<file path="config.mk">
export PLATFORM = sky130hd
export DESIGN_NAME = sr_latch_bank
export DESIGN_NICKNAME = d
export VERILOG_FILES = /design/src/rtl/sr_bank_pkg.sv /design/src/rtl/sr_latch_bank_cell.sv /design/src/rtl/sr_latch_bank.sv
export SDC_FILE = /design/constraint.sdc
export NUM_CORES = 1
export LEC_CHECK = 0
export ABC_AREA = 1
export CORE_UTILIZATION = 35
export CTS_BUF_LIST = sky130_fd_sc_hd__clkbuf_4 sky130_fd_sc_hd__clkbuf_8 sky130_fd_sc_hd__clkbuf_16
export CTS_CLUSTER_SIZE = 24
export DETAILED_ROUTE_END_ITERATION = 12
export DONT_BUFFER_PORTS = 1
export GPL_TIMING_DRIVEN = 0
export SLEW_MARGIN = 25
export SYNTH_ARGS = -nofsm -noshare
export SYNTH_HDL_FRONTEND = slang
export SYNTH_SLANG_ARGS = --single-unit
</file>
<file path="constraint.sdc">
create_clock -name clk -period 1.44 [get_ports clk]
set_input_delay 0.288 -clock clk [delete_from_list [all_inputs] [get_ports clk]]
set_output_delay 0.288 -clock clk [all_outputs]
set_load 0.02 [all_outputs]
</file>
<file path="src/rtl/sr_bank_pkg.sv">
// Shared constants and the per-channel next-state rule for the SR flag bank.
package sr_bank_pkg;

    // Outcome when set and reset are both active in the same cycle
    localparam int PRI_SET    = 0;
    localparam int PRI_RESET  = 1;
    localparam int PRI_TOGGLE = 2;
    localparam int PRI_HOLD   = 3;

    // Event detection: active-low level, or falling edge only
    localparam int MODE_LEVEL = 0;
    localparam int MODE_EDGE  = 1;

    // Next flag value from this cycle's set/reset events and the current flag
    function automatic logic next_q(input logic s_ev, input logic r_ev,
                                    input logic q, input int pri);
        logic n;
        n = q;
        if (s_ev && !r_ev) begin
            n = 1'b1;
        end else if (r_ev && !s_ev) begin
            n = 1'b0;
        end else if (s_ev && r_ev) begin
            case (pri)
                PRI_SET:    n = 1'b1;
                PRI_RESET:  n = 1'b0;
                PRI_TOGGLE: n = ~q;
                default:    n = q;
            endcase
        end
        return n;
    endfunction

endpackage

</file>
<file path="src/rtl/sr_latch_bank_cell.sv">
// One flag channel: input synchroniser, optional falling-edge detector,
// next-state selection, and the registered flag with its change pulse.
module sr_cell
    import sr_bank_pkg::*;
#(
    parameter int   PRIORITY    = PRI_SET,
    parameter int   EDGE_MODE   = MODE_LEVEL,
    parameter int   SYNC_STAGES = 2,
    parameter logic RESET_Q     = 1'b0
) (
    input  logic clk,
    input  logic rst,
    input  logic sbar,
    input  logic rbar,
    output logic q,
    output logic change,
    output logic conflict
);

    logic w_s_sync;
    logic w_r_sync;
    logic w_s_ev;
    logic w_r_ev;
    logic w_next;
    logic r_q;
    logic r_change;

    if (SYNC_STAGES == 0) begin : g_nosync
        assign w_s_sync = sbar;
        assign w_r_sync = rbar;
    end else begin : g_sync
        logic [SYNC_STAGES-1:0] r_s_chain;
        logic [SYNC_STAGES-1:0] r_r_chain;

        // Shift the raw inputs through the synchroniser; reset loads the inactive level
        always_ff @(posedge clk) begin
            if (rst) begin
                r_s_chain <= '1;
                r_r_chain <= '1;
            end else begin
                r_s_chain[0] <= sbar;
                r_r_chain[0] <= rbar;
                for (int i = 1; i < SYNC_STAGES; i++) begin
                    r_s_chain[i] <= r_s_chain[i-1];
                    r_r_chain[i] <= r_r_chain[i-1];
                end
            end
        end

        assign w_s_sync = r_s_chain[SYNC_STAGES-1];
        assign w_r_sync = r_r_chain[SYNC_STAGES-1];
    end

    if (EDGE_MODE == MODE_EDGE) begin : g_edge
        logic r_s_prev;
        logic r_r_prev;

        // Remember last synced level; reset to inactive so no edge spans reset release
        always_ff @(posedge clk) begin
            if (rst) begin
                r_s_prev <= 1'b1;
                r_r_prev <= 1'b1;
            end else begin
                r_s_prev <= w_s_sync;
                r_r_prev <= w_r_sync;
            end
        end

        assign w_s_ev = r_s_prev & ~w_s_sync;
        assign w_r_ev = r_r_prev & ~w_r_sync;
    end else begin : g_level
        assign w_s_ev = ~w_s_sync;
        assign w_r_ev = ~w_r_sync;
    end

    assign w_next = next_q(w_s_ev, w_r_ev, r_q, PRIORITY);

    // Update the flag and flag any cycle where it takes a new value
    always_ff @(posedge clk) begin
        if (rst) begin
            r_q      <= RESET_Q;
            r_change <= 1'b0;
        end else begin
            r_q      <= w_next;
            r_change <= w_next ^ r_q;
        end
    end

    assign q        = r_q;
    assign change   = r_change;
    assign conflict = w_s_ev & w_r_ev;

endmodule

</file>
<file path="src/rtl/sr_latch_bank.sv">
// Bank of N clocked set/reset flags with active-low inputs, a shared
// saturating conflict counter and an any-flag-set summary.
module sr_latch_bank
    import sr_bank_pkg::*;
#(
    parameter int             N           = 8,
    parameter int             PRIORITY    = PRI_SET,
    parameter int             EDGE_MODE   = MODE_LEVEL,
    parameter int             SYNC_STAGES = 2,
    parameter int             CNT_W       = 8,
    parameter logic [N-1:0]   RESET_Q     = '0
) (
    input  logic             clk,
    input  logic             rst,
    input  logic [N-1:0]     sbar,
    input  logic [N-1:0]     rbar,
    input  logic             conflict_clr,
    output logic [N-1:0]     q,
    output logic [N-1:0]     qbar,
    output logic [N-1:0]     change,
    output logic             any_set,
    output logic [CNT_W-1:0] conflict_cnt
);

    localparam logic [CNT_W-1:0] CNT_MAX = '1;

    logic [N-1:0]     w_q;
    logic [N-1:0]     w_change;
    logic [N-1:0]     w_conflict;
    logic             w_any_conflict;
    logic [CNT_W-1:0] r_cnt;

    for (genvar g = 0; g < N; g++) begin : g_cell
        sr_cell #(
            .PRIORITY    (PRIORITY),
            .EDGE_MODE   (EDGE_MODE),
            .SYNC_STAGES (SYNC_STAGES),
            .RESET_Q     (RESET_Q[g])
        ) u_cell (
            .clk      (clk),
            .rst      (rst),
            .sbar     (sbar[g]),
            .rbar     (rbar[g]),
            .q        (w_q[g]),
            .change   (w_change[g]),
            .conflict (w_conflict[g])
        );
    end

    // A cycle counts once however many channels conflict in it
    assign w_any_conflict = |w_conflict;

    // Saturating conflict counter; clear takes precedence over an increment
    always_ff @(posedge clk) begin
        if (rst) begin
            r_cnt <= '0;
        end else if (conflict_clr) begin
            r_cnt <= '0;
        end else if (w_any_conflict && (r_cnt != CNT_MAX)) begin
            r_cnt <= r_cnt + 1'b1;
        end
    end

    assign q            = w_q;
    assign qbar         = ~w_q;
    assign change       = w_change;
    assign any_set      = |w_q;
    assign conflict_cnt = r_cnt;

endmodule

</file>
==> flow_metrics.py, run 1 <==
metrics = {
    "yosys": {
        "synth-simple-area-share": 0.266,
        "synthCells": 242,
        "synth_edf_count": 0,
        "yosys.cell_types.count": 22,
        "synth_xor_area_frac": 0.0125,
        "synth_area_sq_um": 2100,
        "synth_seq_area_share": 0.535,
        "avgSynthCellArea_sq_um": 8.66,
        "synth_fa_ha_area_frac": 0.00597,
        "synth_top_flop_cell": "dfxtp_1",
        "ys_ff_latch": 56,
        "syn_nets": 262,
        "asyncSetResetFlopFracSynth": 0,
        "ys_warn_count": 0,
        "synth.area.mux_share": 0,
        "synth_compound_area_frac": 0.0597,
        "synth_top_family_by_area": "simple AND/OR/NAND/NOR gates",
    },
    "power": {
        "total_power_mw": 2.77,
        "pwr-share-seq": 0.601,
        "p_clk_frac": 0.311,
        "power_switching_mw": 0.665,
        "pwr-share-comb": 0.089,
        "power.density_nw_per_um2": 1200,
        "p_sw_frac": 0.240,
        "ir_drop_mv": 0.506,
        "p_int_mw": 2.10,
        "p_leak_nw": 1.06,
    },
    "routing": {
        "via_count": 1394,
        "firstDrtPassIters": 4,
        "ant_nets": 0,
        "routed_wl_um": 3490,
        "wire_per_inst_um": 10.8,
        "drt-vias-per-instance": 4.33,
        "first_iter_violations": 24,
        "drc": 0,
    },
    "floorplan": {
        "start_util": 0.371,
        "row_count": 27,
        "die_x_um": 79.4,
        "dieArea_sq_um": 6300,
        "die_h_um": 79.4,
        "io_pins": 52,
        "core-area_sq_um": 5640,
    },
    "critical_path": {
        "crit_slowest_cell": "dfxtp_2",
        "worst-path-max-fanout": 4,
        "max_stage_delay_ns": 0.36,
        "cp.required_ns": 1.15,
        "path_cells": "nor4_4 > nand2_2",
        "worst_setup_path_start_kind": "register",
        "crit_family": "simple AND/OR/NAND/NOR gates",
        "critical_path_class": "register to output port",
        "path_buf_inv": 0,
        "cp.arrival_ns": 1.10,
        "crit_path_end_kind": "output port",
    },
    "layout": {
        "area_delta_synth_final_pct": 10.4,
        "num_antenna_cells": 0,
        "nets": 269,
        "fin_cells": 322,
        "drive_gt1_frac": 0.304,
    },
    "clock_tree": {
        "cts_setup_buffers": 0,
        "clock_path_buffers": 2,
        "clkTransAtPathRegs_ns": 0.10,
        "h-tree-depth": 2,
        "cts.sinks": 56,
        "root_buffer": "clkbuf_8",
        "numCtsBuffers": 5,
        "cts_tree": "done",
        "insertion_delay_ns": 0.31,
    },
    "sta": {
        "min_period_ns": 1.39,
        "relSlewSlack": 0.646,
        "fin_crit_sh": 0.966,
        "setup_viol": 0,
        "skew_ns": 0.0103,
        "clock.fmax_mhz": 719,
        "slew_viol_final": 0,
        "worst_pin_slew_ns": 0.529,
        "grt_setup_unrepaired": "yes",
        "hold_viol": 0,
    },
    "status": {
        "status": "completed",
    },
    "global_route": {
        "overflow": 0,
        "antenna_found_initial": 0,
        "grt_pass1_wl_um": 5660,
        "grt_pass1_vias": 1290,
        "grtUsageTotal": 0.119,
        "grt_max_degree": 17,
    },
    "worst_hold_path": {
        "holdCritPathClass": "input port to register",
    },
    "placement": {
        "routabilityCongestion": 0.804,
        "dp_hpwl_um": 2670,
        "placed_cells": 314,
        "io_buffers": 0,
    },
    "flow_run": {
        "maxCapViolCount": 0,
    },
}
-- kinds of logic after synthesis --
group / Yosys count
compound gates: 21
fa+ha+maj: 1
xor+xnor: 3
simple gates: 110
buf+inv: 51
flops: 56
-- routing by layer --
metal | up-vias | global-route usage | wire (um)
met2 | 42 | 0.181 | 1480
li1 | 735 | - | -
met4 | 0 | 0.0655 | 67
met3 | 8 | 0.0514 | 369
met5 | - | 0 | 0
met1 | 609 | 0.140 | 1570
-- what timing repair did --
action	CTS	global route
gates resized for setup	5	6
endpoints found under the setup margin	4	5
hold endpoints to repair	0	0
pin swaps	0	2
hold buffers	0	0
-- flip-flops by register name, summed over array words and instances (netlist names) --
| register | count |
|---|---|
| g_cell.u_cell.g_sync.r_s_chain | 16 |
| g_cell.u_cell.q | 8 |
| g_cell.u_cell.change | 8 |
| conflict_cnt | 8 |
| g_cell.u_cell.g_sync.r_r_chain | 16 |
-- metrics by stage --
step           setup WS (ns)  utilization  hold slack, ns  setup TNS, ns  instance area [sq um]
2_1_floorplan         0.0947            -           0.389              0                   2100
3_3_place_gp         -0.0282        0.387           0.392        -0.0282                   2190
3_5_place_dp         -0.0484        0.387           0.394        -0.0644                   2190
4_1_cts              0.00472        0.407          0.0650              0                   2300
5_1_grt             -0.00606        0.410          0.0635       -0.00606                   2310
6_report              0.0485        0.410          0.0766              0                   2310
-- path summary, 6_finish.rpt --
check | startpoint | end | slack (ns) | cells after the start
worst max register to register | conflict_cnt[0]$_SDFFE_PP0P_ | conflict_cnt[6]$_SDFFE_PP0P_ | 0.12 | 8
worst max-delay path | g_cell[3].u_cell.q$_SDFF_PP0_ | any_set | 0.05 | 2
worst min-delay path | sbar[6] | g_cell[6].u_cell.g_sync.r_s_chain[0]$_SDFF_PP1_ | 0.08 | 1
worst min register to register | g_cell[5].u_cell.g_sync.r_s_chain[0]$_SDFF_PP1_ | g_cell[5].u_cell.g_sync.r_s_chain[1]$_SDFF_PP1_ | 0.41 | 1
-- area by class of cell --
class,count,area [sq um]
inverter,30,113
clock buffer,7,83.8
multi-input combinational,135,744
fill,589,3330
clock inverter,1,8.76
buffer,21,141
sequential,56,1130
tap,72,90.1
-- Yosys cell counts (2+ instances only) --
library cell / instances / area share
dfxtp_1: 56 / 0.53
nor2_1: 32 / 0.057
or2_2: 32 / 0.096
nand2_1: 29 / 0.052
inv_1: 28 / 0.050
buf_4: 16 / 0.057
a21oi_1: 12 / 0.029
a211oi_1: 8 / 0.029
nand3_1: 5 / 0.012
clkbuf_1: 3 / 0.0054
nor2_2: 3 / 0.0090
xor2_1: 3 / 0.013
buf_2: 2 / 0.0048
inv_2: 2 / 0.0036
nand2_4: 2 / 0.011
nand3b_1: 2 / 0.0072
nor4_1: 2 / 0.0060
-- placed cells by master, fill, tap and decap left out --
cell type	count
a211oi_1	8
a21oi_1	12
buf_2	2
buf_4	16
clkbuf_1	3
clkbuf_4	2
clkbuf_8	5
clkinv_4	1
dfxtp_1	51
dfxtp_2	3
dfxtp_4	2
ha_1	1
inv_1	28
inv_2	2
nand2_1	28
nand2_2	2
nand2_4	2
nand3_1	5
nand3_4	1
nand3b_1	2
nor2_1	32
nor2_2	3
nor3_2	1
nor4_2	1
nor4_4	1
o21ai_0	1
or2_2	32
xor2_1	3
-- power by group through the flow --
stage	clock, mW	combinational, mW	sequential, mW
2_1_floorplan	0	0.212	1.69
3_3_place_gp	0	0.239	1.70
3_5_place_dp	0	0.242	1.70
4_1_cts	0.889	0.249	1.66
5_1_grt	0.943	0.273	1.67
6_report	0.860	0.245	1.66
Power figures use the tool's default switching activity.
==> run 2: changes to the inputs <==
Settings changed: ABC_CLOCK_PERIOD_IN_PS from default to 1400, CORE_UTILIZATION 35 to 45.
Clock period 1.44 ns to 1.4 ns, I/O delays scaled along.
==> run 2 against run 1 <==
Net effect:
- non-clock buffer count is 1 higher
- setup slack worse by 0.0072 ns
- global-route usage is 2.7 points higher
- core utilization is 12 points higher
- hold slack worse by 0.0052 ns
- die area is 22% lower
- critical path depth stayed put
- clock skew is 0.0031 ns lower
- sequential cell count stayed put
==> flow_metrics.py, run 2 (same netlist as run 1, synthesis figures left out) <==
metrics = {
    "placement": {
        "routabilityCongestion": 0.804,
        "io_buffers": 0,
        "post-place-ws_ns": -0.0854,
        "dp_hpwl_um": 2420,
    },
    "power": {
        "p_sw_frac": 0.232,
        "p_leak_nw": 1.08,
        "ir_drop_mv": 0.530,
        "p_int_mw": 2.30,
        "p_clk_frac": 0.344,
        "power_switching_mw": 0.695,
        "power.density_nw_per_um2": 1280,
        "pwr-share-seq": 0.571,
        "pwr-share-comb": 0.085,
    },
    "sta": {
        "fin_setup_tns_ns": 0,
        "hold_viol": 0,
        "clock.fmax_mhz": 736,
        "worst_pin_slew_ns": 0.544,
        "fin_crit_sh": 0.971,
        "setup_viol": 0,
        "skew_ns": 0.00721,
        "holdWs_ns": 0.0714,
        "min_period_ns": 1.36,
        "finalWorstSetupSlack_ns": 0.0412,
        "slew_viol_final": 0,
        "relSlewSlack": 0.636,
        "grt_setup_unrepaired": "yes",
    },
    "floorplan": {
        "row_count": 24,
        "io_pins": 52,
        "core-area_sq_um": 4410,
        "start_util": 0.475,
        "die_x_um": 70.2,
        "dieArea_sq_um": 4930,
        "die_h_um": 70.2,
    },
    "worst_hold_path": {
        "holdCritPathClass": "input port to register",
    },
    "layout": {
        "layout_commonest_cell": "dfxtp_1",
        "reg_top3": "g_cell.u_cell.g_sync.r_r_chain: 16 flops, g_cell.u_cell.g_sync.r_s_chain: 16 flops",
        "fin_util": 0.529,
        "drive_gt1_frac": 0.327,
        "layout_common_cells": "dfxtp_1 (47), or2_2 (32), nor2_1 (31)",
        "area_delta_synth_final_pct": 11.3,
        "fillerInstances": 418,
        "nets": 270,
        "num_antenna_cells": 0,
    },
    "global_route": {
        "grtUsageTotal": 0.146,
        "grt_max_degree": 18,
        "grt_pass1_wl_um": 5620,
        "overflow": 0,
        "grt_pass1_vias": 1266,
        "antenna_found_initial": 0,
    },
    "critical_path": {
        "worst-path-max-fanout": 4,
        "cp.required_ns": 1.12,
        "crit_path_end_kind": "output port",
        "worst_setup_path_start_kind": "register",
        "max_stage_delay_ns": 0.35,
        "crit_slowest_cell": "dfxtp_2",
        "critical_path_class": "register to output port",
        "crit_family": "simple AND/OR/NAND/NOR gates",
        "path_cells": "nor4_4 > nand2_2",
        "path_buf_inv": 0,
        "cp.arrival_ns": 1.08,
    },
    "clock_tree": {
        "clock_path_buffers": 2,
        "h-tree-depth": 2,
        "root_buffer": "clkbuf_8",
        "cts.sinks": 56,
        "insertion_delay_ns": 0.30,
        "clkTransAtPathRegs_ns": 0.10,
        "numCtsBuffers": 5,
        "cts_tree": "done",
        "cts_hold_buf": 0,
    },
    "routing": {
        "drc": 0,
        "first_iter_violations": 34,
        "wire_per_inst_um": 10.4,
        "drt-vias-per-instance": 4.44,
        "routed_wl_um": 3170,
        "firstDrtPassIters": 3,
        "ant_nets": 0,
        "via_count": 1345,
    },
    "status": {
        "status": "completed",
    },
    "flow_run": {
        "maxCapViolCount": 0,
    },
}
==> run 2: cell count changes in the layout (fill, tap and decap cells not counted) <==
cell / before / now
dfxtp_2: 3 / 6
nor4_2: 1 / 0
clkinvlp_4: 0 / 1
nor2_2: 3 / 4
dfxtp_1: 51 / 47
clkinv_4: 1 / 0
dfxtp_4: 2 / 3
nor2_1: 32 / 31
nor4_4: 1 / 2
clkbuf_4: 2 / 0
bufinv_16: 0 / 1
buf_4: 16 / 17
clkinv_2: 0 / 1
==> run 2: layout make-up <==
| type | instances | area (sq um) | area share |
|---|---|---|---|
| Buffer | 21 | 141 | 0.0606 |
| Clock buffer | 5 | 68.8 | 0.0295 |
| Clock inverter | 3 | 42.5 | 0.0182 |
| Inverter | 30 | 113 | 0.0483 |
| Multi-Input combinational cell | 135 | 756 | 0.324 |
| Sequential cell | 56 | 1140 | 0.488 |
| Tap cell | 52 | 65.1 | 0.0279 |
| Timing Repair Buffer | 1 | 7.51 | 0.00322 |
==> run 2: final timing paths <==
path	startpoint	depth (start not counted)	slack, ns	to
max	g_cell[3].u_cell.q$_SDFF_PP0_	2	0.04	any_set
min	sbar[3]	1	0.07	g_cell[3].u_cell.g_sync.r_s_chain[0]$_SDFF_PP1_
max reg2reg	conflict_cnt[0]$_SDFFE_PP0P_	7	0.10	conflict_cnt[4]$_SDFFE_PP0P_
min reg2reg	g_cell[7].u_cell.g_sync.r_s_chain[0]$_SDFF_PP1_	1	0.41	g_cell[7].u_cell.g_sync.r_s_chain[1]$_SDFF_PP1_
==> run 2: worst reg2reg max path, cell delays in order (launching register included) <==
cell,delay [ns]
dfxtp_4,0.41
ha_1,0.18
nand2_1,0.06
inv_1,0.14
nand2_1,0.11
xor2_1,0.16
nor2_1,0.10
nor2_1,0.05
==> run 2: power by group through the flow <==
| stage | Clock (mW) | Combinational, mW | Sequential [mW] |
|---|---|---|---|
| floorplan | 0 | 0.218 | 1.73 |
| finish | 1.03 | 0.256 | 1.71 |
| global placement | 0 | 0.243 | 1.74 |
| global route | 1.14 | 0.288 | 1.72 |
| CTS | 1.07 | 0.254 | 1.71 |
| detailed placement | 0 | 0.245 | 1.74 |
==> run 2: what timing repair did <==
item | CTS | global route
pin swaps | 2 | 2
hold endpoints to repair | 0 | 0
cloned | 0 | 0
resized for setup | 7 | 11
endpoints found under the setup margin | 8 | 6
setup buffers | 0 | 1
==> run 2: per-layer routing <==
metal / global-route usage / vias to the layer above / share of wire
met5: 0 / - / 0
met4: 0.0800 / 0 / 0.021
met3: 0.0577 / 8 / 0.085
met2: 0.226 / 40 / 0.43
met1: 0.171 / 558 / 0.46
li1: - / 739 / -
==> run 2: stage by stage <==
stage	total power [mW]	instance area, sq um	cells
after floorplan	1.95	2100	242
after global placement	1.99	2160	294
after detailed placement	1.99	2160	294
after CTS	3.04	2300	302
after global routing	3.15	2330	303
final	2.99	2330	303
==> run 3: changes to the inputs <==
Settings changed: CELL_PAD_IN_SITES_DETAIL_PLACEMENT from default to 2, CELL_PAD_IN_SITES_GLOBAL_PLACEMENT from default to 2, CORE_UTILIZATION 45 to 36, PLACE_DENSITY_LB_ADDON from default to 0.1.
==> run 3 against run 2 <==
Net effect:
- the run now ends with negative setup slack left
- largest cell class unchanged
- routed wire length increased by 36%
- first-iteration DRC count increased by 32%
- final cell count increased by 6.6%
- sequential cell count unchanged
- highest routed layer unchanged
- maximum frequency decreased by 3.7%
- die area increased by 24%
- clock power decreased by 9.9%
==> flow_metrics.py, run 3 (same netlist as run 1, synthesis figures left out) <==
metrics = {
    "status": {
        "status": "complete, but fails checks",
        "violations": "negative setup slack",
    },
    "floorplan": {
        "row_count": 27,
        "io_pins": 52,
        "start_util": 0.376,
        "die_h_um": 78.3,
        "core-area_sq_um": 5570,
        "die_x_um": 78.3,
        "dieArea_sq_um": 6130,
    },
    "sta": {
        "fin_crit_sh": 1.01,
        "slew_viol_final": 0,
        "worst_pin_slew_ns": 0.589,
        "fin_setup_tns_ns": -0.0116,
        "grt_setup_unrepaired": "yes",
        "setup_viol": 1,
        "hold_viol": 0,
        "skew_ns": 0.00930,
        "holdWs_ns": 0.0496,
        "relSlewSlack": 0.606,
        "min_period_ns": 1.41,
        "finalWorstSetupSlack_ns": -0.0116,
        "clock.fmax_mhz": 708,
    },
    "critical_path": {
        "crit_slowest_cell": "dfxtp_1",
        "max_stage_delay_ns": 0.37,
        "worst_setup_path_start_kind": "register",
        "crit_path_end_kind": "output port",
        "worst-path-max-fanout": 4,
        "path_cells": "nor4_2 > nand2_2",
        "path_buf_inv": 0,
        "crit_family": "simple AND/OR/NAND/NOR gates",
        "cp.required_ns": 1.12,
        "cp.arrival_ns": 1.13,
        "critical_path_class": "register to output port",
    },
    "global_route": {
        "antenna_found_initial": 0,
        "grt_pass1_wl_um": 7180,
        "grt_max_degree": 20,
        "grt_pass1_vias": 1496,
        "overflow": 0,
        "grtUsageTotal": 0.156,
    },
    "layout": {
        "area_delta_synth_final_pct": 11.5,
        "layout_common_cells": "dfxtp_1 (47), or2_2 (32), nor2_1 (31)",
        "num_antenna_cells": 0,
        "nets": 270,
        "drive_gt1_frac": 0.331,
        "fin_cells": 323,
        "layout_commonest_cell": "dfxtp_1",
        "reg_top3": "g_cell.u_cell.g_sync.r_r_chain: 16 flops, g_cell.u_cell.g_sync.r_s_chain: 16 flops",
        "fillerInstances": 640,
    },
    "routing": {
        "first_iter_violations": 45,
        "firstDrtPassIters": 4,
        "wire_per_inst_um": 13.3,
        "via_count": 1471,
        "ant_nets": 0,
        "drt-vias-per-instance": 4.55,
        "drc": 0,
        "routed_wl_um": 4290,
    },
    "clock_tree": {
        "clkTransAtPathRegs_ns": 0.11,
        "insertion_delay_ns": 0.32,
        "numCtsBuffers": 5,
        "root_buffer": "clkbuf_8",
        "cts.sinks": 56,
        "cts_tree": "done",
        "h-tree-depth": 2,
        "clock_path_buffers": 2,
    },
    "placement": {
        "routabilityCongestion": 0.682,
        "io_buffers": 0,
        "placed_cells": 314,
        "dp_hpwl_um": 3280,
    },
    "power": {
        "pwr-share-seq": 0.589,
        "p_clk_frac": 0.319,
        "p_leak_nw": 1.07,
        "p_sw_frac": 0.266,
        "power_switching_mw": 0.772,
        "pwr-share-comb": 0.091,
        "p_int_mw": 2.13,
        "power.density_nw_per_um2": 1240,
        "ir_drop_mv": 0.662,
    },
    "worst_hold_path": {
        "holdCritPathClass": "input port to register",
    },
    "flow_run": {
        "maxCapViolCount": 0,
    },
}
==> run 3: cell types whose count changed in the layout (fill, tap and decap cells not counted), sizes merged <==
cell    change
bufinv      -1
clkinv      -1
inv         +2
==> run 3: layer usage <==
| layer | vias up | track usage | routed length (um) |
|---|---|---|---|
| met5 | - | 0 | 0 |
| met4 | 0 | 0.0722 | 82 |
| met3 | 7 | 0.0535 | 265 |
| met2 | 42 | 0.240 | 1930 |
| met1 | 682 | 0.196 | 2010 |
| li1 | 740 | - | - |
==> run 3: layout make-up <==
type	instances	area [sq um]	area share
Sequential cell	56	1140	0.488
Multi-Input combinational cell	135	752	0.322
Buffer	21	141	0.0605
Inverter	30	113	0.0482
Tap cell	72	90.1	0.0385
Clock buffer	5	68.8	0.0294
Clock inverter	3	25.0	0.0107
Timing Repair Buffer	1	7.51	0.00321
==> run 3: metrics by stage <==
step | utilization | total power [mW] | cell area [sq um] | setup WS, ns
floorplan | - | 1.95 | 2100 | 0.0547
global placement | 0.392 | 2.00 | 2190 | -0.101
detailed placement | 0.392 | 2.01 | 2190 | -0.110
CTS | 0.417 | 2.97 | 2320 | -0.0502
global route | 0.419 | 3.05 | 2340 | -0.0893
finish | 0.419 | 2.91 | 2340 | -0.0116
==> run 3: power groups by stage <==
stage / registers (mW) / clock network (mW) / logic (mW)
floorplan: 1.73 / 0 / 0.218
global placement: 1.75 / 0 / 0.251
detailed placement: 1.75 / 0 / 0.260
CTS: 1.72 / 0.980 / 0.272
global route: 1.72 / 1.03 / 0.295
finish: 1.71 / 0.928 / 0.266
==> run 3: final timing paths <==
kind / startpoint / endpoint / slack [ns] / cells past startpoint
max: g_cell[2].u_cell.q$_SDFF_PP0_ / any_set / -0.01 / 2
min: sbar[3] / g_cell[3].u_cell.g_sync.r_s_chain[0]$_SDFF_PP1_ / 0.05 / 1
max reg2reg: conflict_cnt[6]$_SDFFE_PP0P_ / conflict_cnt[5]$_SDFFE_PP0P_ / 0.12 / 7
min reg2reg: g_cell[3].u_cell.g_sync.r_r_chain[0]$_SDFF_PP1_ / g_cell[3].u_cell.g_sync.r_r_chain[1]$_SDFF_PP1_ / 0.42 / 1
==> run 3: what timing repair did <==
action	CTS	global route
hold buffers	0	0
pin swaps	2	1
setup buffers	1	0
gates resized for setup	11	8
setup endpoints to repair	9	9
==> run 3: worst register-to-register path, stage by stage, from the launching register on <==
cell,delay [ns]
dfxtp_1,0.51
nand2_1,0.11
nor2_2,0.15
nand3_4,0.13
nand2_4,0.13
nand2_1,0.07
nand2_1,0.06
nor2_1,0.04
